`config.mk`:
```
export PLATFORM = sky130hd
export DESIGN_NAME = instr_fetch_unit_flat
export DESIGN_NICKNAME = d
export VERILOG_FILES = /design/src/rtl/cpu_pkg.sv /design/src/rtl/instr_fetch_unit_if.sv /design/src/rtl/fetch_pipe_reg.sv /design/src/rtl/instr_fetch_unit.sv /design/src/flat_wrapper.sv
export SDC_FILE = /design/constraint.sdc
export NUM_CORES = 1
export LEC_CHECK = 0
export ABC_AREA = 1
export BUFFER_PORTS_ARGS = -buffer_cell sky130_fd_sc_hd__buf_4
export CAP_MARGIN = 0
export CORE_MARGIN = 2
export CORE_UTILIZATION = 33
export CTS_CLUSTER_DIAMETER = 80
export DETAILED_ROUTE_END_ITERATION = 16
export HOLD_SLACK_MARGIN = 0.08
export MAX_ROUTING_LAYER = met4
export PLACE_DENSITY_LB_ADDON = 0.25
export SYNTH_ARGS = -nofsm -noshare
export SYNTH_HDL_FRONTEND = slang
export SYNTH_SLANG_ARGS = --single-unit
```
`constraint.sdc`:
```
create_clock -name clk -period 1.3 [get_ports clk]
set_input_delay 0.26 -clock clk [delete_from_list [all_inputs] [get_ports clk]]
set_output_delay 0.26 -clock clk [all_outputs]
set_load 0.01 [all_outputs]
```
`src/rtl/cpu_pkg.sv`:
```
// rtl/cpu_pkg.sv - shared widths, reset PC and fetch-state encoding for the lab CPU
package cpu_pkg;

   localparam int ADDR_W   = 8;
   localparam int INSTR_W  = 9;
   localparam int RESET_PC = 0;

   typedef enum logic [1:0] {
      IDLE   = 2'd0,
      FETCH  = 2'd1,
      HALTED = 2'd2
   } fetch_state_e;

endpackage

```
`src/rtl/instr_fetch_unit_if.sv`:
```
// rtl/instr_fetch_unit_if.sv - fetch-to-decode valid/ready bus carrying instruction and its PC
interface instr_fetch_unit_if #(
   parameter int ADDR_W  = cpu_pkg::ADDR_W,
   parameter int INSTR_W = cpu_pkg::INSTR_W
);

   logic               if_valid;
   logic               if_ready;
   logic [INSTR_W-1:0] if_instruction;
   logic [ADDR_W-1:0]  if_pc;

   modport master (
      output if_valid,
      output if_instruction,
      output if_pc,
      input  if_ready
   );

   modport slave (
      input  if_valid,
      input  if_instruction,
      input  if_pc,
      output if_ready
   );

endinterface

```
`src/rtl/fetch_pipe_reg.sv`:
```
// rtl/fetch_pipe_reg.sv - fetch/decode pipeline register with flush, load and hold
module fetch_pipe_reg #(
   parameter int ADDR_W  = 8,
   parameter int INSTR_W = 9
) (
   input  logic               clk,
   input  logic               reset_n,
   input  logic               load,
   input  logic               flush,
   input  logic [INSTR_W-1:0] d_instruction,
   input  logic [ADDR_W-1:0]  d_pc,
   output logic               q_valid,
   output logic [INSTR_W-1:0] q_instruction,
   output logic [ADDR_W-1:0]  q_pc
);

   // Flush only drops valid; stale data is harmless once valid is low.
   always_ff @(posedge clk or negedge reset_n) begin
      if (!reset_n) begin
         q_valid       <= 1'b0;
         q_instruction <= '0;
         q_pc          <= '0;
      end else if (flush) begin
         q_valid       <= 1'b0;
      end else if (load) begin
         q_valid       <= 1'b1;
         q_instruction <= d_instruction;
         q_pc          <= d_pc;
      end
   end

endmodule

```
`src/rtl/instr_fetch_unit.sv`:
```
// rtl/instr_fetch_unit.sv - PC/FSM fetch unit feeding decode; IFETCH_PERF_CNT_EN adds fetch_count
module instr_fetch_unit #(
   parameter int              ADDR_W   = cpu_pkg::ADDR_W,
   parameter int              INSTR_W  = cpu_pkg::INSTR_W,
   parameter logic [ADDR_W-1:0] RESET_PC = ADDR_W'(cpu_pkg::RESET_PC)
) (
   input  logic                      clk,
   input  logic                      reset_n,
   input  logic                      start,
   input  logic                      halt,
   input  logic                      redirect_valid,
   input  logic [ADDR_W-1:0]         redirect_target,
   output logic [ADDR_W-1:0]         rom_address,
   input  logic [INSTR_W-1:0]        rom_instruction,
   instr_fetch_unit_if.master        fetch_bus,
   output logic                      running,
`ifdef IFETCH_PERF_CNT_EN
   output logic                      done,
   output logic [15:0]               fetch_count
`else
   output logic                      done
`endif
);

   import cpu_pkg::*;

   fetch_state_e      state;
   logic [ADDR_W-1:0] pc;
   logic              in_fetch;
   logic              start_ok;
   logic              load;
   logic              flush;
   logic              word_valid;

   assign in_fetch = (state == FETCH);
   assign start_ok = start && !in_fetch;
   assign flush    = in_fetch && (halt || redirect_valid);
   // A new word is taken only when the register is empty or being drained.
   assign load     = in_fetch && !halt && !redirect_valid &&
                     (!word_valid || fetch_bus.if_ready);

   assign rom_address = pc;

   always_ff @(posedge clk or negedge reset_n) begin
      if (!reset_n) begin
         state   <= IDLE;
         pc      <= RESET_PC;
         running <= 1'b0;
         done    <= 1'b0;
      end else begin
         case (state)
            IDLE, HALTED: begin
               if (start) begin
                  state   <= FETCH;
                  pc      <= RESET_PC;
                  running <= 1'b1;
                  done    <= 1'b0;
               end
            end
            FETCH: begin
               if (halt) begin
                  state   <= HALTED;
                  running <= 1'b0;
                  done    <= 1'b1;
               end else if (redirect_valid) begin
                  pc <= redirect_target;
               end else if (load) begin
                  pc <= pc + ADDR_W'(1);
               end
            end
            default: begin
               state   <= IDLE;
               running <= 1'b0;
               done    <= 1'b0;
            end
         endcase
      end
   end

   fetch_pipe_reg #(
      .ADDR_W  (ADDR_W),
      .INSTR_W (INSTR_W)
   ) u_pipe (
      .clk           (clk),
      .reset_n       (reset_n),
      .load          (load),
      .flush         (flush),
      .d_instruction (rom_instruction),
      .d_pc          (pc),
      .q_valid       (word_valid),
      .q_instruction (fetch_bus.if_instruction),
      .q_pc          (fetch_bus.if_pc)
   );

   assign fetch_bus.if_valid = word_valid;

`ifdef IFETCH_PERF_CNT_EN
   always_ff @(posedge clk or negedge reset_n) begin
      if (!reset_n) begin
         fetch_count <= 16'd0;
      end else if (start_ok) begin
         fetch_count <= 16'd0;
      end else if (word_valid && fetch_bus.if_ready && (fetch_count != 16'hFFFF)) begin
         fetch_count <= fetch_count + 16'd1;
      end
   end
`else
   logic unused_start_ok;
   assign unused_start_ok = start_ok;
`endif

endmodule

```
`src/flat_wrapper.sv`:
```
// flat-port wrapper written by rule: the top's interface ports become plain ports
module instr_fetch_unit_flat import cpu_pkg::*;
#(
   parameter int              ADDR_W   = cpu_pkg::ADDR_W,
   parameter int              INSTR_W  = cpu_pkg::INSTR_W,
   parameter logic [ADDR_W-1:0] RESET_PC = ADDR_W'(cpu_pkg::RESET_PC)
)
  (clk, reset_n, start, halt, redirect_valid, redirect_target, rom_address, rom_instruction, running, done, fetch_bus_if_valid, fetch_bus_if_instruction, fetch_bus_if_pc, fetch_bus_if_ready);
  instr_fetch_unit_if #(.ADDR_W(ADDR_W), .INSTR_W(INSTR_W)) fetch_bus_i ();
  input  logic clk;
  input  logic reset_n;
  input  logic start;
  input  logic halt;
  input  logic redirect_valid;
  input  logic [ADDR_W-1:0] redirect_target;
  output logic [ADDR_W-1:0] rom_address;
  input  logic [INSTR_W-1:0] rom_instruction;
  output logic running;
  output logic done;
  output wire logic [$bits(fetch_bus_i.if_valid)-1:0] fetch_bus_if_valid;
  output wire logic [$bits(fetch_bus_i.if_instruction)-1:0] fetch_bus_if_instruction;
  output wire logic [$bits(fetch_bus_i.if_pc)-1:0] fetch_bus_if_pc;
  input wire logic [$bits(fetch_bus_i.if_ready)-1:0] fetch_bus_if_ready;
  assign fetch_bus_if_valid = fetch_bus_i.if_valid;
  assign fetch_bus_if_instruction = fetch_bus_i.if_instruction;
  assign fetch_bus_if_pc = fetch_bus_i.if_pc;
  assign fetch_bus_i.if_ready = fetch_bus_if_ready;
  instr_fetch_unit #(.ADDR_W(ADDR_W), .INSTR_W(INSTR_W), .RESET_PC(RESET_PC)) u_core (.clk(clk), .reset_n(reset_n), .start(start), .halt(halt), .redirect_valid(redirect_valid), .redirect_target(redirect_target), .rom_address(rom_address), .rom_instruction(rom_instruction), .fetch_bus(fetch_bus_i), .running(running), .done(done));
endmodule
```
# [After elaboration in Yosys (flattened, before gate mapping)]
# Index checks and enable logic that the tools add are counted.
[totals] reg_bits=30 in_bits=23 output_inout_bits=28 wordCells=47
[classes] addsub=1 eq_ne=6 muxes=16 n_bitwise=1 n_reduce_logical=16
[ops] operator="8-bit 2-to-1 mux" count=4
[ops] operator="8-bit case mux with 2 select lines" count=1
[ops] operator="8-bit by 1-bit adder with 8-bit output, second input constant" count=1
[ops] operator="1-bit 2-to-1 mux" count=6
[ops] operator="2-bit inequality test, second input constant" count=3
[ops] operator="1-bit logical AND" count=4
[ops] operator="2-bit 2-to-1 mux" count=2
[ops] operator="1-bit case mux with 2 select lines" count=2
[ops] operator="2-bit case mux with 2 select lines" count=1
[ops] operator="2-bit AND reduction" count=2
[ops] operator="4-bit AND reduction" count=1
[ops] operator="2-bit nonzero test" count=2
[ops] operator="1-bit logical NOT" count=3
[ops] operator="3-bit inequality test, second input constant" count=1
[ops] operator="2-bit by 1-bit equality test with 1-bit output, second input constant" count=1
[ops] operator="2-bit equality test, second input constant" count=1
[ops] operator="2-bit logical NOT" count=1
[ops] operator="1-bit logical OR" count=2
[ops] operator="2-bit OR reduction" count=1
[ops] operator="1-bit inverter" count=1

# [Depth between registers and ports, before layout]
# Gate-level depths: netlist (run 1).
[depth] depth_word=8 depth_mapped=9 depth_no_buf=9

# [By module]
# Synthesis (run 1) repeated with hierarchy kept, for this count alone.
[unflattened] cells_unflattened=187 area_unflattened_um2=1492.7
[modules_own_cells] mod="fetch_pipe_reg" n_inst=1 cells_per_inst=77 area_per_inst_um2=755.7 seq_area_each_um2=450.4
[modules_own_cells] mod="instr_fetch_unit" n_inst=1 cells_per_inst=110 area_per_inst_um2=737.0 seq_area_each_um2=300.3

# [Worst setup path after synthesis (run 1)]
# Ideal clock, no wire load.
[synth_path] path_type="register -> register" startpoint="reg u_core.pc[1], in the netlist u_core.rom_address[1]" endpoint="reg u_core.pc[6], in the netlist u_core.rom_address[6]" setup_ns=0.116 arrival_ns=1.139 required_ns=1.184 setup_slack_ns=0.045 stages_incl_launch_ff=9 n_path_buf=0 synth_period_minus_slack_ns=1.255 path_cell_list="dfrtp_1 > ha_1 > nand3_1 > nor2_1 > nand2_1 > nand2_1 > o21ai_0 > nand2_1 > nand2_1"
[synth_between] elab_chain_cells=5
[synth_rtl] element="from (decl)" line_no="instr_fetch_unit.sv:28" rtl="logic [ADDR_W-1:0] pc;"
[synth_rtl] element="from (signal assigned)" line_no="instr_fetch_unit.sv:66" rtl="pc <= redirect_target;"
[synth_rtl] element="from (signal assigned)" line_no="instr_fetch_unit.sv:68" rtl="pc <= pc + ADDR_W'(1);"
[synth_rtl] element="8-bit by 1-bit adder with 8-bit output" line_no="instr_fetch_unit.sv:68"
[synth_rtl] element="8-bit 2-to-1 mux" line_no="instr_fetch_unit.sv:67" rtl="end else if (load) begin"
[synth_rtl] element="8-bit 2-to-1 mux" line_no="instr_fetch_unit.sv:65" rtl="end else if (redirect_valid) begin"
[synth_rtl] element="8-bit 2-to-1 mux" line_no="instr_fetch_unit.sv:61" rtl="if (halt) begin"
[synth_rtl] element="8-bit case mux with 2 select lines" line_no="instr_fetch_unit.sv:51" rtl="case (state)"
# No other way between the ends. The select of a mux whose other input is x is not followed.
# A chain may end at the register's enable or synchronous reset.

# [Final worst setup path (run 1)]
# Ends and elaborated chain as after synthesis.

==> results of run 1 <==
-- cells by family (layout without fill, tap and decap cells) --
logic type               after synthesis  count (layout)  share of synthesized area (%)
AO/OA/AOI/OAI                         33              33                           12.1
buffers and inverters                 31              90                           8.79
flip-flops                            29              29                           52.0
AND/OR/NAND/NOR                       73              74                           24.2
adder cells (fa/ha/maj)                1               1                          0.897
multiplexers                           1               1                          0.718
XOR/XNOR                               2               2                           1.26
-- where the power goes --
group          internal, uW  switching [uW]  total, uW  leakage, uW
Combinational           735             733       1470     0.000602
Clock                   368             356        725    0.0000439
Sequential             1240             251       1490     0.000378
-- cell usage in the layout (no fill, tap or decap), types with 2 or more instances in the layout --
master,instances
nand2_4,2
nor2_1,5
clkbuf_8,5
nor2_2,2
inv_2,3
nand3_2,2
inv_1,23
nand2_2,2
nand2_1,52
o21ai_1,18
o21ai_0,12
dfrtp_1,28
nand3_1,6
clkinv_2,2
buf_4,54
-- path summary, 6_finish.rpt --
| check | endpoint | slack (ns) |
|---|---|---|
| min reg2reg | u_core.u_pipe.q_pc[2] | 0.48 |
| max in group asynchronous | u_core.rom_address[2] | 0.56 |
| min | u_core.u_pipe.q_valid | 0.20 |
| min in group asynchronous | u_core.rom_address[5] | 0.44 |
| max reg2reg | u_core.rom_address[6] | 0.03 |
| max | u_core.rom_address[6] | 0.03 |
-- registers in the layout (all words and copies together) (netlist names) --
signal / count
u_core.u_pipe.q_instruction: 9
u_core.rom_address: 8
u_core.u_pipe.q_pc: 8
u_core.state: 2
u_core.done: 1
u_core.u_pipe.q_valid: 1
-- layout make-up --
class / instances / area [um2]
Clock buffer: 5 / 68.8
Clock inverter: 3 / 17.5
Fill cell: 407 / 2050
Inverter: 26 / 97.6
Multi-Input combinational cell: 111 / 574
Sequential cell: 29 / 727
Tap cell: 50 / 62.6
Timing Repair Buffer: 56 / 427
-- stage by stage --
step	std cells	setup TNS (ns)	instance area, um2	total power (uW)	utilization [%]
2_1_floorplan	170	0	1400	2170	-
3_3_place_gp	269	0	1840	2920	45.6
3_5_place_dp	269	0	1840	2940	45.6
4_1_cts	278	0	1930	3690	48.0
5_1_grt	280	-0.0563	1970	3980	49.0
6_report	280	0	1970	3680	49.0
-- critical path, cell delays in order (launching register included) --
cell and delay [ns]:
dfrtp_1 0.40, ha_2 0.21, nand3_2 0.10, nor2_2 0.16, nand2_1 0.07, nand2_1 0.07
o21ai_1 0.05, nand2_1 0.05, nand2_1 0.04
-- per-layer routing --
| metal | GRT usage (%) | vias up | share of wire (%) |
|---|---|---|---|
| met4 | 4.58 | 0 | 1.3 |
| met3 | 5.26 | 6 | 8.8 |
| li1 | - | 648 | - |
| met5 | - | - | 0 |
| met1 | 18.5 | 567 | 46 |
| met2 | 22.5 | 60 | 44 |
-- repair_timing --
item,4_1_cts,5_1_grt
gates resized for setup,0,11
hold buffers,1,0
setup buffers,0,1
setup endpoints to repair,0,19
endpoints found under the hold margin,29,0
==> run metrics, run 1 <==
share of the synthesized area in the top cell type=52.0%; Seq/Total Area, Yosys=between 50% and 60%; initial drt markers=between 40 and 50; critical path capture point type=register; vias in the first global route=1,222; CTS max path bufs=2; TritonRoute pass-1 iters=4; H-tree lvl count=2; Die ar.=about 4800 um2; most frequent cell after synthesis=nand2_1; fmax=0.790 GHz; Layout area overhead=41.5%; number of synthesized flops with an enable pin=0; PortBufs=50; crit path max fanout=4; Pwr per Cell Area=around 1900 nW/um2; RSZ-0062 raised after global routing=yes; Worst R2R Path Depth=8; first-pass GRT wire length=between 5 and 6 mm; DR vias=roughly 1,300; GRT overflow=0; Horiz. Die Dim=69.0 um; slew margin rel.=approximately 75%; Mapped Area=~1400 um2; Clock Pin Slew Worst Setup and Hold Paths=0.07 ns; Clock Tree Root=clkbuf_8; Synth Flop Type=dfrtp_1; # setup viols final=0; drt via density=between 4 and 5; kind of critical path=reg2reg; WL/cell=12.0 um; Critical Path Source=u_core.rom_address[1]; Yosys warnings=0; synthesized instance count=170; ratio of cells with drive above 1 in the final layout=34.8%; Synth async-reset ratio=between 90% and 100%; Hold WS=0.199 ns; Die Y=69.0 um; Num CTS Buffers=5; core area=4030 um2; Yosys cell types=24; status=finished clean; initial antenna violation count=0; Synth top cells by count=nand2_1, dfrtp_1, inv_1, o21ai_1, o21ai_0; clk sinks=29; skew final=0.0111 ns; Final Max Slew Viols=0; P_leak=0.00102 uW; hold crit path type=in2reg; Mapped Nets=approximately 190; io pins=51; CTS tree=yes; starting density of the core=34.6%; CP startpoint kind=register; cell taking the most area after synthesis=dfrtp_1; Synth Register Bits=29; FF-to-FF Start=u_core.rom_address[1]; Worst EP arrival=around 1.4 ns; Slew @ Worst Pin=0.379 ns; HPWL after DPL=between 2 and 2.5 mm; worst skew pair latency=0.29 ns; DP Worst Slack=0.0503 ns; VDD IR max=0.858 mV; Layout Nets=about 250; Synth area leaders=dfrtp_1, nand2_1, inv_1; hold wc startpoint=halt; # DRC=0; global-route usage over all layers=approximately 15%; Period Utilization, post-route=97.4%; final hold vios=0; Worst Setup Slack, final=between 0.03 and 0.04 ns; total routed wirelength=around 3.3 mm; total of max-cap violations=0; Placer Congestion=between 0.7 and 0.8; largest net degree at the start of global routing=35; Rows=23; ANT cells=0; hold path depth=2; synthesized area per cell=between 8 and 9 um2; Final Critical Period=around 1.3 ns; Critical Path RT=approximately 1.5 ns; DRT antenna net count=0
Power figures use the tool's default switching activity.
==> run 2, diff against run 1 <==
--- a/config.mk
+++ b/config.mk
@@ -17,4 +17,5 @@
 export PLACE_DENSITY_LB_ADDON = 0.25
 export SYNTH_ARGS = -nofsm -noshare
 export SYNTH_HDL_FRONTEND = slang
+export SYNTH_HIERARCHICAL = 1
 export SYNTH_SLANG_ARGS = --single-unit
==> run metrics, run 2 <==
GRT overflow=0 (unchanged); Seq/Total Area, Yosys=50.3% (-1.7 points); total of max-cap violations=0 (unchanged); io pins=51 (unchanged); CP startpoint kind=register; kind of critical path=reg2out; Mapped Area=1490 um2 (+7.0%); Tot Pwr=3880 uW (+5.3%); CTS max path bufs=2 (unchanged); Final Critical Period=1.23 ns (-0.0329 ns); Die ar.=5080 um2 (+6.6%); Critical Path RT=1.04 ns (-0.43 ns); first-pass GRT wire length=5.95 mm (+6.7%); final hold vios=0 (unchanged); Yosys cell types=20 (-17%); ratio of cells with drive above 1 in the final layout=34.5% (-0.26 points); hold wc startpoint=rom_instruction[6]; RSZ-0062 raised after global routing=yes; H-tree lvl count=2 (unchanged); HPWL after DPL=2.56 mm (+12%); Layout area overhead=41.9%; Synth async-reset ratio=100% (unchanged); max FFs per register=9 (unchanged); core area=4350 um2 (+8.1%); drt via density=4.57 (-0.13%); Yosys warnings=6 (+6); total negative slack=0 ns (unchanged); Period Utilization, post-route=94.9% (-2.5 points); Mapped Nets=211 (+8.8%); hold crit path type=in2reg; Reg area=752 um2 (+3.4%); synthesized area per cell=7.98 um2 (-2.7%); DR vias=1,389 (+8.4%); Final Max Slew Viols=0 (unchanged); fmax=0.811 GHz (+2.7%); # setup viols final=0 (unchanged); Layout Nets=275 (+8.7%); vias in the first global route=1,279 (+4.7%); Clock Tree Root=clkbuf_8; ANT cells=0 (unchanged); share of the synthesized area in the top cell type=50.3% (-1.7 points); placed cell areas=1950 um2 (+6.3%); # DRC=0 (unchanged); cell taking the most area after synthesis=dfrtp_1; Horiz. Die Dim=71.3 um (+3.2%); Num CTS Buffers=5 (unchanged); hold worst-path end=u_core/u_pipe/q_instruction[6]; Worst Setup Slack, final=0.0668 ns (+0.0329 ns); most frequent cell after synthesis=nand2_1; Slew @ Worst Pin=0.385 ns (+0.00578 ns); Worst R2R Path Depth=7 (-1); most frequent cells in the layout=nand2_1, buf_4, dfrtp_1; largest net degree at the start of global routing=31 (-11%); Biggest register=u_core/u_pipe/q_instruction; number of synthesized flops with an enable pin=0 (unchanged); multi-input logic area=646 um2 (+12%); Synth top cells by count=nand2_1, dfrtp_1, nand3_1, inv_1, nor2_1; skew final=0.00784 ns (-0.00324 ns); global-route usage over all layers=15.9% (+1.1 points); starting density of the core=34.3% (-0.35 points); initial antenna violation count=0 (unchanged); Pwr per Cell Area=1830 nW/um2 (-1.9%); Rows=24 (+4.3%); flop2flop setup slack=0.09 ns (+0.06 ns); Worst EP arrival=0.97 ns (-0.47 ns); CTS tree=yes; P_leak=0.00116 uW (+14%); TritonRoute pass-1 iters=4 (unchanged); crit path max fanout=4 (unchanged); Synth area leaders=dfrtp_1, nand2_1, nand3_1; Die Y=71.3 um (+3.2%); Placer Congestion=0.817 (+7.5%); Clock Pin Slew Worst Setup and Hold Paths=0.07 ns (about the same); status=finished clean; Hold WS=0.203 ns (+0.00415 ns); total routed wirelength=3.63 mm (+8.4%); WL/cell=11.9 um (-0.16%); DP Worst Slack=-0.0235 ns (-0.0738 ns); worst skew pair latency=0.28 ns (about the same); clk sinks=30 (+3.4%); FF-to-FF Start=u_core/state[1]; critical path capture point type=output port; PortBufs=50 (unchanged); initial drt markers=70 (+56%); hold path depth=3 (+1); Synth Flop Type=dfrtp_1; DRT antenna net count=0 (unchanged); commonest non-fill, non-tap cell in the layout=nand2_1; synthesized instance count=187 (+10%); Synth Register Bits=30 (+3.4%); R2R Path End=u_core/u_pipe/q_instruction[2]; Layout fillers=429 (+5.4%); slew margin rel.=74.4% (-0.39 points); VDD IR max=0.590 mV (-31%); fin area=2120 um2 (+7.3%)
==> run 2: layer usage <==
layer  wire length (um)  global-route usage (%)  share of wire, %  up-vias
met5                  0                       -                 0        -
li1                   -                       -                 -      715
met4                 76                    8.81               2.1        0
met1               1680                    20.3                46      626
met2               1640                    22.8                45       43
met3                237                    4.36               6.5        5
==> run 2: timing repair <==
action,in CTS,in global routing
pin swaps,0,1
buffers inserted,0,4
hold endpoints to repair,30,0
hold buffers,1,0
setup endpoints to repair,5,26
resized for setup,1,7
==> run 2: worst max-delay path by stage <==
stage               slack (ns)  cells past startpoint             startpoint                             end
floorplan                 0.09                      8  u_core/u_pipe/q_valid           u_core/u_pipe/q_pc[3]
global placement         0.008                      8         redirect_valid           u_core/u_pipe/q_pc[0]
detailed placement       -0.02                      8         redirect_valid           u_core/u_pipe/q_pc[2]
CTS                       0.04                      7        u_core/state[1]           u_core/u_pipe/q_pc[3]
global route             -0.01                      7        u_core/state[1]  u_core/u_pipe/q_instruction[1]
finish                    0.07                      2  u_core/rom_address[0]                  rom_address[0]
==> run 2: report_power, final <==
group / leakage, uW / internal [uW] / switching, uW
combinational: 0.000727 / 765 / 764
sequential: 0.000390 / 1290 / 262
clock: 0.0000472 / 425 / 375
total: 0.00116 / 2480 / 1400
==> run 2: worst max-delay path, cell delays in order, from the launching register on <==
cell and delay [ns]:
dfrtp_1 0.40, buf_4 0.16, buf_4 0.14
==> run 2: layout make-up <==
| cell class | instances | area share [%] |
|---|---|---|
| flip-flops and latches | 30 | 35.5 |
| multi-input cells | 138 | 30.5 |
| clock inverters | 2 | 0.591 |
| well taps | 52 | 3.07 |
| repair buffers | 62 | 23.9 |
| inverters | 14 | 2.60 |
| clock buffers | 6 | 3.90 |
==> run 2: logic make-up after synthesis <==
logic type	synth area share, %
mux	0.671
compound gates	3.02
buf+inv	7.46
fa+ha+maj	0.838
flops	50.3
simple gates	37.7
==> run 2: metrics by stage <==
step | instances | utilization [%]
floorplan | 187 | -
detailed placement | 291 | 44.9
global route | 304 | 48.6
global placement | 291 | 44.9
CTS | 300 | 47.4
finish | 304 | 48.6
==> run 3, diff against run 2 <==
--- a/config.mk
+++ b/config.mk
@@ -5,8 +5,7 @@
 export SDC_FILE = /design/constraint.sdc
 export NUM_CORES = 1
 export LEC_CHECK = 0
-export ABC_AREA = 1
-export BUFFER_PORTS_ARGS = -buffer_cell sky130_fd_sc_hd__buf_4
+export BUFFER_PORTS_ARGS = -buffer_cell sky130_fd_sc_hd__clkbuf_2
 export CAP_MARGIN = 0
 export CORE_MARGIN = 2
 export CORE_UTILIZATION = 33
==> run metrics, run 3 <==
P_leak=0.00115 uW (-1.6%); CTS tree=yes; ratio of cells with drive above 1 in the final layout=61.7% (+27 points); Synth async-reset ratio=100% (unchanged); skew final=0.00825 ns (+0.000411 ns); starting density of the core=34.1% (-0.23 points); most frequent cell on the critical path=nand2b_4; Critical Path Stages=6 (+4); CP top delay family=simple AND/OR/NAND/NOR gates; DR vias=1,292 (-7.0%); number of synthesized flops with an enable pin=0 (unchanged); PortBufs=50 (unchanged); Synth Register Bits=30 (unchanged); slew margin rel.=69.5% (-4.8 points); Final Critical Period=1.61 ns (+0.377 ns); Clock Tree Root=clkbuf_8; worst skew pair latency=0.28 ns (about the same); crit path max fanout=17 (+13); DRT antenna net count=0 (unchanged); crit path buf inv count=1 (-1); Synth Area in Compound Gates=12.2% (+9.1 points); Worst R2R Path Depth=6 (-1); Final Max Slew Viols=0 (unchanged); critical path's slowest cell=dfrtp_1; Num CTS Buffers=5 (unchanged); # DRC=0 (unchanged); Die ar.=5050 um2 (-0.63%); max incr delay on CP=0.38 ns (-0.02 ns); kind of critical path=reg2reg; first-pass GRT wire length=6.44 mm (+8.2%); hold path depth=2 (-1); GRT overflow=0 (unchanged); Mapped Area=1480 um2 (-0.67%); synthesized area per cell=11.9 um2 (+49%); vias in the first global route=1,422 (+11%); fin area=2300 um2 (+8.8%); initial drt markers=48 (-31%); WL/cell=14.7 um (+23%); largest net degree at the start of global routing=19 (-39%); Clock Pin Slew Worst Setup and Hold Paths=0.06 ns (about the same); most frequent cell after synthesis=dfrtp_1; Rows=24 (unchanged); final hold vios=0 (unchanged); Layout area overhead=55.4%; Critical Path RT=1.46 ns (+0.42 ns); clk sinks=30 (unchanged); Worst Setup Slack, final=-0.310 ns (-0.377 ns); hold crit path type=in2reg; Layout Nets=237 (-14%); CP startpoint kind=register; CTS max path bufs=2 (unchanged); most frequent cells in the layout=clkbuf_2, buf_4, dfrtp_1; Period Utilization, post-route=124% (+29 points); Yosys warnings=6 (unchanged); Mapped Nets=149 (-29%); commonest non-fill, non-tap cell in the layout=clkbuf_2; HPWL after DPL=2.83 mm (+11%); placed cell areas=2000 um2 (+2.4%); VDD IR max=0.618 mV (+4.6%); Synth Flop Type=dfrtp_1; Post-Synth Adder-Cell Area=0.844% (+0.0057 points); Horiz. Die Dim=71.0 um (-0.32%); Placer Congestion=0.850 (+4.0%); max FFs per register=9 (unchanged); fmax=0.621 GHz (-23%); Biggest register=u_core/u_pipe/q_instruction; post-synthesis xor/xnor area fraction=0% (unchanged); core area=4350 um2 (unchanged); critical path capture point type=register; status=finished, violations left; ANT cells=0 (unchanged); cell taking the most area after synthesis=dfrtp_1; DP Worst Slack=-0.323 ns (-0.299 ns); failing checks=setup timing; Slew @ Worst Pin=0.457 ns (+0.0727 ns); Synth area leaders=dfrtp_1, mux2_4, mux2_2; Worst EP arrival=1.77 ns (+0.80 ns); total routed wirelength=3.91 mm (+7.6%); Seq/Total Area, Yosys=50.6% (+0.34 points); initial antenna violation count=0 (unchanged); total of max-cap violations=0 (unchanged); global-route usage over all layers=17.0% (+1.0 points); TritonRoute pass-1 iters=4 (unchanged); share of the synthesized area in the top cell type=50.6% (+0.34 points); Synth top cells by count=dfrtp_1, nor2_1, mux2_4, mux2_2, nand2_1; synthesized instance count=125 (-33%); post-synthesis mux area share=16.9% (+16 points); Die Y=71.0 um (-0.32%); RSZ-0062 raised after global routing=yes; main combinational cell family by area after synthesis=multiplexers; # setup viols final=25 (+25); H-tree lvl count=2 (unchanged); Synth Area in Simple Gates=14.6% (-23 points); drt via density=4.86 (+6.3%); io pins=51 (unchanged); Yosys cell types=36 (+80%); worst path cell trace=nand2b_4 -> nand2b_4 -> nor3_4 -> nor2b_4 -> buf_12 -> mux2_2; Pwr per Cell Area=1930 nW/um2 (+5.5%)
-- run 3: worst paths after layout --
kind,slack (ns),to,start
setup / recovery,-0.31,u_core/u_pipe/q_instruction[8],u_core/state[1]
hold / removal,0.21,u_core/u_pipe/q_instruction[3],rom_instruction[3]
setup reg to reg,-0.31,u_core/u_pipe/q_instruction[8],u_core/state[1]
hold reg to reg,0.51,u_core/u_pipe/q_pc[3],u_core/u_pipe/q_pc[3]
min in group asynchronous,0.45,u_core/u_pipe/q_pc[4],reset_n
max in group asynchronous,0.35,u_core/u_pipe/q_valid,reset_n
-- run 3: cell families (layout without fill, tap and decap cells) --
logic type / Yosys count / count (layout)
AO/OA/AOI/OAI: 24 / 24
adder cells (fa/ha/maj): 1 / 1
buffers and inverters: 11 / 100
flip-flops: 30 / 30
multiplexers: 19 / 19
AND/OR/NAND/NOR: 40 / 40
-- run 3: routing by layer --
layer,vias to the layer above,GRT usage (%),part of all wire (%)
met4,0,7.34,2.5
li1,622,-,-
met3,11,4.84,4.6
met5,-,-,0
met2,40,28.7,52
met1,619,18.6,41
-- run 3: area by class of cell --
| cell class | count | area, um2 |
|---|---|---|
| Fill cell | 383 | 2050 |
| Sequential cell | 30 | 751 |
| Tap cell | 52 | 65.1 |
| Clock inverter | 2 | 60.1 |
| Clock buffer | 6 | 82.6 |
| Timing Repair Buffer | 87 | 562 |
| Inverter | 5 | 18.8 |
| Multi-Input combinational cell | 84 | 766 |
-- run 3: through the flow --
| step | hold slack, ns | total power, uW | instances | setup TNS (ns) | util [%] |
|---|---|---|---|---|---|
| floorplan | -0.0356 | 2340 | 125 | -7.78 | - |
| finish | 0.213 | 4450 | 266 | -6.30 | 52.9 |
| detailed placement | 0.230 | 3120 | 252 | -6.07 | 46.0 |
| CTS | 0.202 | 4410 | 265 | -5.99 | 51.6 |
| global route | 0.205 | 4730 | 266 | -8.01 | 52.9 |
| global placement | 0.216 | 3060 | 252 | -5.70 | 46.0 |
-- run 3: power by group --
part           total [uW]  switching (uW)  internal, uW  leakage (uW)
logic                1790             796           996      0.000688
registers            1490             212          1280      0.000386
clock network        1160             347           817     0.0000714
-- run 3: what timing repair did --
item,in CTS,in global routing
gates resized for setup,13,10
hold endpoints to repair,16,0
setup endpoints to repair,25,25
setup buffers,4,2
pin swaps,6,3
hold buffers,1,0
